===== src/rtl/hazard_ctrl.sv =====
// rtl/hazard_ctrl.sv - pipeline hazard controller: load-use stall, branch flush, memory wait.
// Mealy control outputs from a RUN/WAIT_MEM/FLUSH state plus saturating stall/redirect counters.
module hazard_ctrl #(
  parameter int REG_ADDR = 5,
  parameter int CNT_W    = 16
) (
  input  logic                clk,
  input  logic                rst,
  input  logic                id_valid,
  input  logic [REG_ADDR-1:0] id_rs1,
  input  logic [REG_ADDR-1:0] id_rs2,
  input  logic                id_uses_rs2,
  input  logic                ex_reg_write,
  input  logic                ex_is_load,
  input  logic [REG_ADDR-1:0] ex_rd,
  input  logic                branch_taken,
  input  logic                dmem_busy,
  output logic                pc_stall,
  output logic                if_id_stall,
  output logic                id_ex_stall,
  output logic                ex_mem_stall,
  output logic                if_id_flush,
  output logic                id_ex_flush,
  output logic                pc_redirect,
  output logic [CNT_W-1:0]    stall_cycles,
  output logic [CNT_W-1:0]    flush_events
);

  typedef enum logic [1:0] {S_RUN, S_WAIT_MEM, S_FLUSH} state_t;

  state_t           r_state;
  state_t           w_next;
  logic             r_flush_pending;
  logic             w_pending_next;
  logic [CNT_W-1:0] r_stall_cycles;
  logic [CNT_W-1:0] r_flush_events;
  logic             w_loaduse;
  logic             w_stall_all;
  logic             w_pc_stall;
  logic             w_if_id_stall;
  logic             w_id_ex_flush;
  logic             w_if_id_flush;
  logic             w_redirect;

  assign w_loaduse = id_valid & ex_is_load & ex_reg_write & (ex_rd != '0) &
                     ((ex_rd == id_rs1) | (id_uses_rs2 & (ex_rd == id_rs2)));

  always_comb begin
    w_next         = r_state;
    w_pending_next = r_flush_pending;
    w_stall_all    = 1'b0;
    w_pc_stall     = 1'b0;
    w_if_id_stall  = 1'b0;
    w_id_ex_flush  = 1'b0;
    w_if_id_flush  = 1'b0;
    w_redirect     = 1'b0;
    case (r_state)
      S_RUN: begin
        if (dmem_busy) begin
          w_stall_all = 1'b1;
          w_next      = S_WAIT_MEM;
        end else if (branch_taken) begin
          w_redirect    = 1'b1;
          w_if_id_flush = 1'b1;
          w_id_ex_flush = 1'b1;
          w_next        = S_FLUSH;
        end else if (w_loaduse) begin
          w_pc_stall    = 1'b1;
          w_if_id_stall = 1'b1;
          w_id_ex_flush = 1'b1;
        end
      end
      S_WAIT_MEM: begin
        if (dmem_busy) begin
          w_stall_all = 1'b1;
        end else if (r_flush_pending) begin
          w_next         = S_FLUSH;
          w_pending_next = 1'b0;
        end else begin
          w_next = S_RUN;
        end
      end
      S_FLUSH: begin
        // A stalled squash cycle is replayed once memory frees up.
        if (dmem_busy) begin
          w_stall_all    = 1'b1;
          w_pending_next = 1'b1;
          w_next         = S_WAIT_MEM;
        end else begin
          w_if_id_flush = 1'b1;
          w_next        = S_RUN;
        end
      end
      default: w_next = S_RUN;
    endcase
  end

  assign pc_stall     = rst & (w_stall_all | w_pc_stall);
  assign if_id_stall  = rst & (w_stall_all | w_if_id_stall);
  assign id_ex_stall  = rst & w_stall_all;
  assign ex_mem_stall = rst & w_stall_all;
  assign if_id_flush  = rst & w_if_id_flush;
  assign id_ex_flush  = rst & w_id_ex_flush;
  assign pc_redirect  = rst & w_redirect;
  assign stall_cycles = r_stall_cycles;
  assign flush_events = r_flush_events;

  always_ff @(posedge clk or negedge rst) begin
    if (!rst) begin
      r_state         <= S_RUN;
      r_flush_pending <= 1'b0;
      r_stall_cycles  <= '0;
      r_flush_events  <= '0;
    end else begin
      r_state         <= w_next;
      r_flush_pending <= w_pending_next;
      if (pc_stall && (r_stall_cycles != '1))
        r_stall_cycles <= r_stall_cycles + CNT_W'(1);
      if (pc_redirect && (r_flush_events != '1))
        r_flush_events <= r_flush_events + CNT_W'(1);
    end
  end

endmodule


===== config.mk =====
export PLATFORM = sky130hd
export DESIGN_NAME = hazard_ctrl
export DESIGN_NICKNAME = d
export VERILOG_FILES = /design/src/rtl/hazard_ctrl.sv
export SDC_FILE = /design/constraint.sdc
export NUM_CORES = 1
export LEC_CHECK = 0
export BUFFER_PORTS_ARGS = -buffer_cell sky130_fd_sc_hd__buf_2
export CAP_MARGIN = 30
export CORE_MARGIN = 5
export CORE_UTILIZATION = 40
export CTS_CLUSTER_DIAMETER = 30
export DETAILED_ROUTE_END_ITERATION = 8
export PLACE_DENSITY_LB_ADDON = 0.25
export SYNTH_ARGS = -nofsm -noshare
export SYNTH_HDL_FRONTEND = slang
export SYNTH_SLANG_ARGS = --single-unit
export TNS_END_PERCENT = 100

===== constraint.sdc =====
create_clock -name clk -period 2.5 [get_ports clk]
set_input_delay 0.5 -clock clk [delete_from_list [all_inputs] [get_ports clk]]
set_output_delay 0.5 -clock clk [all_outputs]
set_load 0.01 [all_outputs]

-- Yosys cells after proc, flatten, opt, wreduce, memory -nomap -nowiden
Cells that the tools add are included.
- add/sub/neg operators: 2
- $mul: 0
- divide/modulo/power cells: 0
- magnitude comparators: 0
- eq/ne operators: 9
- shift operators: 0
- muxes and demuxes: 23
- bitwise gates (word level): 12
- reductions and logical operators: 8
- operators by type and width (cell ; number):
    16-bit by 1-bit adder with 16-bit output (second input constant) ; 2
    16-bit != test (second input constant) ; 2
    1-bit 2-to-1 mux ; 16
    1-bit bitwise AND ; 10
    5-bit == test ; 2
    2-bit 2-to-1 mux ; 4
    2-bit case mux with 3 select lines ; 1
    5-bit nonzero test ; 1
    2-bit != test (second input constant) ; 2
    1-bit case mux with 2 select lines ; 2
    3-bit != test (second input constant) ; 1
    3-bit AND reduction ; 1
    3-bit OR reduction ; 1
    2-bit by 1-bit == test with 1-bit output (second input constant) ; 1
    2-bit == test (second input constant) ; 1
    1-bit logical AND ; 2
    2-bit zero test ; 1
    1-bit OR ; 2
    2-bit AND reduction ; 1
    2-bit nonzero test ; 1
- register bits after elaboration: 35
- latch bits: 0
- memory bits (writable): 0
- bits in read-only memories: 0
- input bits: 23
- output and inout bits: 39
- word-level logic and storage cells: 58
- memories: 0

-- Depth between registers and ports, before layout
Gate-level depths: netlist of run 1.
- depth in word-level cells: 11
- depth in mapped cells: 9
- mapped depth without buffers: 8

-- Worst setup path before layout of run 1
Ideal clock, no wire load.
- path type: input to output
- from: input ex_rd[1]
- to: output pc_stall
- data arrival time: 1612 ps
- data required time: 2000 ps
- slack: 388 ps
- stages: 5
- buffers on the path: 1
- cells stage by stage: or4_1 > o2111ai_1 > or3b_1 > o21bai_2 > buf_4
- word-level cells in the longest chain between the ends: 10
- elaborated cells between the ends (all ways): 13
- classes of those cells: eq/ne (2); mux (4); bitwise (6); reduce/logical (1)
- ends and longest elaborated chain (item ; RTL line ; text):
    start, declared ; 15 ; input logic [REG_ADDR-1:0] ex_rd,
    5-bit == test ; 46 ; ((ex_rd == id_rs1) | (id_uses_rs2 & (ex_rd == id_rs2)));
    1-bit bitwise AND ; 46 ;
    1-bit OR ; 46 ;
    1-bit bitwise AND * ; 45 ; assign w_loaduse = id_valid & ex_is_load & ex_reg_write & (ex_rd != '0) &
    1-bit 2-to-1 mux * (4 in a row) ; -- ;
    1-bit OR * ; -- ;
    1-bit bitwise AND * ; -- ;
    end, declared ; 18 ; output logic pc_stall,
Every way passes the cells marked *; elsewhere a longest branch is shown, timed or not.

-- Final worst setup path of run 1
- from: register r_state[1]
- to: output if_id_stall
- word-level cells in the longest chain between the ends: 5
- elaborated cells between the ends (all ways): 8
- classes of those cells: eq/ne (2); mux (2); bitwise (2); reduce/logical (2)
- ends and longest elaborated chain (item ; RTL line ; text):
    start, declared ; 31 ; state_t r_state;
    start signal, assigned ; 115 ; r_state <= w_next;
    2-bit == test, or another cell as far along ; 57 ; case (r_state)
    3-bit OR reduction (no line) ; -- ;
    1-bit 2-to-1 mux ; -- ;
    1-bit OR * ; 99 ; assign if_id_stall = rst & (w_stall_all | w_if_id_stall);
    1-bit bitwise AND * ; 99 ;
    end, declared ; 19 ; output logic if_id_stall,
Marks and branches as above.

==> reports/metrics.yaml, run 1 <==
cts:
  clk_pin_slew_worst_paths_ps: 60
  cts_root_buf: "clkbuf_8"
  cts_buffer_depth: 2
  postCtsSetupRepairBufs: 0
  cts_tree: "built"
  cts_sinks: 35
  h-tree-depth: 2
  cts_made_buffers: 5
  cts_resized: 0
  postCtsHoldBufs: 0
  clkLatencyLatePin_ps: 280
yosys:
  synth_fa_ha_area_share_pct: 1.377
  async_flop_share_pct: 100.0
  ys.flop_type: "dfrtp_1"
  synth_edf_count: 0
  synthDistinctLibCells: 36
  yosys.area.top_type: "dfrtp_1"
  ys_ff_latch: 35
  synth-compound-area-share_pct: 5.303
  synthCells: 164
  yosys.area_share.xor_xnor_pct: 18.32
  yosysTopAreaCellShare_pct: 48.21
  ys_seq_area_share_pct: 48.21
  avgSynthCellArea_um2: 11.08
  synthSimpleGateAreaFrac_pct: 22.52
  synth_top_family_by_area: "simple AND/OR/NAND/NOR gates"
  syn_area_um2: 1817
  yosysWarningCount: 0
  synthTopCellsByCount: "dfrtp_1, xnor2_1, nand2_1, xor2_1, nand3_1"
  yosys-top-cells-area: "dfrtp_1, xnor2_1, xor2_1"
  synth_nets: 189
  yosysMostFrequentCell: "dfrtp_1"
  synthMuxAreaShare_pct: 2.410
global_routing:
  busiest_layer: "met2"
  overflow: 0
  grt_usage_pct: 14.44
  grt_pass1_vias: 1483
  met1_usage_pct: 18.32
  grt_max_degree: 35
  use_met3_pct: 5.671
  grt_pass1_wl_um: 7058
  met2_usage_pct: 22.14
  antenna_found_initial: 0
floorplanning:
  io_pins: 62
  core_area_um2: 4384
  fp-row-count: 24
  start_util_pct: 41.44
  die_w_um: 77.40
  die_area_um2: 5990
  die_y_um: 77.40
sta:
  fin_crit_ps: 2284
  worst_pin_slew_ps: 434.3
  fmax_ghz: 0.4378
  fin_tns_setup_ps: 0
  slew_violations: 0
  final-setup-viol-count: 0
  rsz0062_at_grt: "no"
  finClkSkew_ps: 4.979
  finalHoldViolCount: 0
  fin_worst_hold_slack_ps: 136.9
  slew_headroom_pct: 70.97
  layout_setup_ws_ps: 216.1
  fin_crit_sh_pct: 91.36
layout:
  stdcell_count: 285
  drive_gt1_share_pct: 36.48
  fillers: 411
  syn2layout_area_growth_pct: 24.66
  diodes: 0
  final_nets: 257
  fin_area_um2: 2265
  regArea_um2: 875.8
  final_util_pct: 51.66
  multiInputGateArea_um2: 907.1
placement:
  place.gp.congestion: 0.8015
  hpwl_um: 3029
  placed_area_um2: 2183
  portBuffers: 61
  post-place-ws_ps: 77.82
  dp.cells: 277
power:
  cellPowerDensity_nw_per_um2: 642.9
  seq_power_share_pct: 51.8
  vdd_drop_max_mv: 0.3966
  p_int_uw: 998.9
  combPwrFrac_pct: 21.4
  swShare_pct: 31.40
  p_leak_nw: 1.144
  power.total_mw: 1.456
  power.share.clock_pct: 26.8
  switchingPower_uw: 457.2
critical_path:
  startpoint_type: "flip-flop"
  arrival_ps: 1780
  rr_startpoint: "r_state[1]$_DFFE_PN0P_"
  required_ps: 2000
  end_kind: "output port"
  r2r_slack_ps: 220
  path_class: "reg2out"
  r2r_end: "stall_cycles[1]$_DFFE_PN0P_"
  reg2regPathDepth: 5
  cp_max_fo: 5
job:
  max_cap_violations: 0
detailed_routing:
  drt-initial-drc-count: 43
  drt_wl_total_um: 3953
  ant_nets: 0
  drcViolationCount: 0
  wl_per_cell_um: 13.87
  num_vias: 1434
  viasPerCell: 5.032
  dr.pass1.iters: 4
outcome:
  run_status: "finished, final reports clean"
min_path:
  hold_class: "in2async"
==> metal layers <==
metal	vias to the layer above	share of wire [%]
met4	0	1.6
met2	47	45
li1	706	-
met3	7	8.3
met5	-	0
met1	674	45
==> cells in the final DEF (no fill, tap or decap), types with 2 or more instances in the layout <==
cell and instances:
buf_2 61, dfrtp_1 35, xnor2_1 24, xor2_1 14
nand2_1 14, nand3_1 12, nor2_1 8, nand4_1 8
and3_1 6, nor3_1 5, clkbuf_8 5, and2_2 3
mux2_2 3, buf_4 3, o21a_1 2, inv_1 2
o21ai_0 2, nand4_2 2, and4_4 2, ha_1 2
clkbuf_1 2
==> worst max-delay path by stage <==
stage                           start                           to  slack, ps
2_1_floorplan                ex_rd[1]                     pc_stall        390
3_3_place_gp                dmem_busy  stall_cycles[1]$_DFFE_PN0P_        120
3_5_place_dp                dmem_busy  stall_cycles[1]$_DFFE_PN0P_         80
4_1_cts        r_state[1]$_DFFE_PN0P_                  if_id_stall        200
5_1_grt        r_state[1]$_DFFE_PN0P_  stall_cycles[1]$_DFFE_PN0P_         70
6_report       r_state[1]$_DFFE_PN0P_                  if_id_stall        220
==> power groups by stage <==
stage / clock network, mW / registers [mW] / logic [mW]
6_report: 0.390 / 0.754 / 0.312
5_1_grt: 0.430 / 0.774 / 0.356
4_1_cts: 0.404 / 0.754 / 0.319
3_5_place_dp: 0 / 0.764 / 0.317
3_3_place_gp: 0 / 0.762 / 0.312
2_1_floorplan: 0 / 0.780 / 0.144
==> flip-flops by register name (all words and copies together) (netlist names) <==
name / flops
r_state: 2
r_flush_pending: 1
stall_cycles: 16
flush_events: 16
==> area by class of cell <==
class / count / area share, %
clock buffer: 7 / 3.370
clock inverter: 1 / 0.2210
inverter: 2 / 0.3315
multi-input combinational: 124 / 40.06
sequential: 35 / 38.67
tap: 52 / 2.873
timing repair buffer: 64 / 14.48
==> worst max-delay path, cell delays in order, from the launching register on <==
cell and delay [ps]:
dfrtp_1 440, nor4b_4 330, or3b_1 380, o21bai_2 180
buf_2 170
==> cells by family after synthesis <==
kind of cell,after synthesis
simple gates,69
xor+xnor,38
flops,35
compound gates,11
buf+inv,5
mux,4
fa+ha+maj,2
No activity file was read; power rests on OpenSTA's default activity.
==> inputs of run 2 (changes only) <==
--- a/config.mk
+++ b/config.mk
@@ -7,8 +7,10 @@
 export LEC_CHECK = 0
 export BUFFER_PORTS_ARGS = -buffer_cell sky130_fd_sc_hd__buf_2
 export CAP_MARGIN = 30
+export CELL_PAD_IN_SITES_DETAIL_PLACEMENT = 0
+export CELL_PAD_IN_SITES_GLOBAL_PLACEMENT = 2
 export CORE_MARGIN = 5
-export CORE_UTILIZATION = 40
+export CORE_UTILIZATION = 30
 export CTS_CLUSTER_DIAMETER = 30
 export DETAILED_ROUTE_END_ITERATION = 8
 export PLACE_DENSITY_LB_ADDON = 0.25
==> run 2 against run 1 <==
Count of clock-buffer cells in the layout fell by 1. Non-clock buffer count rose by 3. Register-to-register slack improved by 90 ps. Wire length rose by 4.7%. Worst setup slack got worse by 16 ps. Critical path type is now in2out. Critical endpoint unchanged. Largest cell class unchanged. Largest power group unchanged.
==> reports/metrics.yaml, run 2 (synthesis results as in run 1) <==
critical_path:
  cp_top_family: "simple AND/OR/NAND/NOR gates"
  rr_startpoint: "r_state[1]$_DFFE_PN0P_"
  reg2regPathDepth: 7  # +2
  worst_path_largest_cell_delay_ps: 520  # +80 ps
  crit_chain: "buf_2 -> or4_1 -> o2111ai_1 -> or3b_1 -> o21bai_2 -> buf_2"
  path_class: "in2out"
  r2r_end: "stall_cycles[4]$_DFFE_PN0P_"
  crit_top_cell: "buf_2"
  end_kind: "output port"
  crit_cells: 6  # +2
  cp_max_fo: 4  # -1
  endpoint: "if_id_stall"
  arrival_ps: 1800  # +20 ps
  r2r_slack_ps: 310  # +90 ps
  crit_slowest_cell: "or4_1"
  startpoint_type: "input pin"
  required_ps: 2000  # about the same
  path_buf_inv: 2  # +1
  cp-startpoint: "ex_rd[1]"
floorplanning:
  die_area_um2: 7712  # +29%
  core_area_um2: 5921  # +35%
  fp-row-count: 28  # +17%
  io_pins: 62  # unchanged
  start_util_pct: 30.68  # -11 points
  die_y_um: 87.82  # +13%
  die_w_um: 87.82  # +13%
placement:
  hpwl_um: 3261  # +7.7%
  portBuffers: 61  # unchanged
  dp.cells: 303  # +9.4%
  place.gp.congestion: 0.7199  # -10%
  post-place-ws_ps: 129.6  # +51.75 ps
  placed_area_um2: 2235  # +2.3%
layout:
  diodes: 0  # unchanged
  fin_area_um2: 2307  # +1.9%
  final_nets: 260  # +1.2%
  final_util_pct: 38.97  # -13 points
  drive_gt1_share_pct: 37.18  # +0.70 points
  mostFrequentLayoutCells: "buf_2, dfrtp_1, xnor2_1, xor2_1, nand2_1"
  stdcell_count: 309  # +8.4%
  fillers: 594  # +45%
  layout_commonest_cell: "buf_2"
  syn2layout_area_growth_pct: 27.00
sta:
  worst_pin_slew_ps: 458.2  # +23.84 ps
  fmax_ghz: 0.4348  # -0.71%
  finalHoldViolCount: 0  # unchanged
  layout_setup_ws_ps: 199.9  # -16.21 ps
  slew_violations: 0  # unchanged
  final-setup-viol-count: 0  # unchanged
  rsz0062_at_grt: "no"
  fin_tns_setup_ps: 0  # unchanged
  fin_crit_sh_pct: 92.00  # +0.65 points
  slew_headroom_pct: 69.46  # -1.5 points
  fin_worst_hold_slack_ps: 310.3  # +173.4 ps
  fin_crit_ps: 2300  # +16.21 ps
  finClkSkew_ps: 3.723  # -1.257 ps
cts:
  cts_buffer_depth: 2  # unchanged
  cts_root_buf: "clkbuf_8"
  cts_tree: "built"
  h-tree-depth: 2  # unchanged
  clk_pin_slew_worst_paths_ps: 70  # about the same
  postCtsSetupRepairBufs: 0  # unchanged
  cts_made_buffers: 5  # unchanged
  postCtsHoldBufs: 0  # unchanged
  clkLatencyLatePin_ps: 280  # about the same
  cts_resized: 0  # unchanged
  cts_sinks: 35  # unchanged
power:
  seq_power_share_pct: 52.4  # +0.6 points
  p_leak_nw: 1.155  # +0.92%
  cellPowerDensity_nw_per_um2: 621.9  # -3.3%
  switchingPower_uw: 442.9  # -3.1%
  swShare_pct: 30.87  # -0.53 points
  power.share.clock_pct: 25.8  # -1.0 points
  combPwrFrac_pct: 21.7  # +0.3 points
  vdd_drop_max_mv: 0.2069  # -48%
  power.total_mw: 1.435  # -1.5%
  p_int_uw: 991.8  # -0.70%
detailed_routing:
  wl_per_cell_um: 13.39  # -3.5%
  drt_wl_total_um: 4137  # +4.7%
  drt-initial-drc-count: 44  # +2.3%
  dr.pass1.iters: 4  # unchanged
  num_vias: 1425  # -0.63%
  drcViolationCount: 0  # unchanged
  ant_nets: 0  # unchanged
  viasPerCell: 4.612  # -8.3%
outcome:
  run_status: "finished, final reports clean"
global_routing:
  antenna_found_initial: 0  # unchanged
  overflow: 0  # unchanged
  grt_pass1_wl_um: 7100  # +0.60%
  grt_max_degree: 37  # +5.7%
  grt_usage_pct: 11.86  # -2.6 points
  grt_pass1_vias: 1531  # +3.2%
min_path:
  hold_class: "in2async"
job:
  max_cap_violations: 0  # unchanged
run 2: layout make-up:
cell class	instances	area, µm²	area share, %
clock buffer	6	72.57	3.145
inverter	2	7.507	0.3254
multi-input combinational	124	907.1	39.32
sequential	35	875.8	37.96
tap	75	93.84	4.067
timing repair buffer	67	350.3	15.18
run 2: worst reg2reg max path, delay by kind of cell (launching register included):
family	cells	cell delay [ps]
compound gates	2	490
xor+xnor	1	140
buf+inv	1	200
flops	1	440
simple gates	3	810
run 2: worst min-delay path by stage:
stage | startpoint | endpoint | cells after the start
CTS | rst | stall_cycles[6]$_DFFE_PN0P_ | 2
floorplan | rst | flush_events[0]$_DFFE_PN0P_ | 0
finish | rst | flush_events[1]$_DFFE_PN0P_ | 2
detailed placement | stall_cycles[10]$_DFFE_PN0P_ | stall_cycles[10]$_DFFE_PN0P_ | 1
global placement | stall_cycles[10]$_DFFE_PN0P_ | stall_cycles[10]$_DFFE_PN0P_ | 1
global route | rst | stall_cycles[10]$_DFFE_PN0P_ | 2
run 2: layer usage:
layer,GRT usage [%],routed length (µm)
met5,0,0
met3,3.857,311
met2,19.52,1995
met1,14.05,1754
met4,5.439,76
run 2: power groups by stage:
stage	sequential (mW)	combinational, mW	clock [mW]
after floorplan	0.780	0.144	0
after global placement	0.765	0.320	0
after detailed placement	0.764	0.320	0
after CTS	0.754	0.322	0.388
after global routing	0.770	0.356	0.413
final	0.752	0.312	0.371
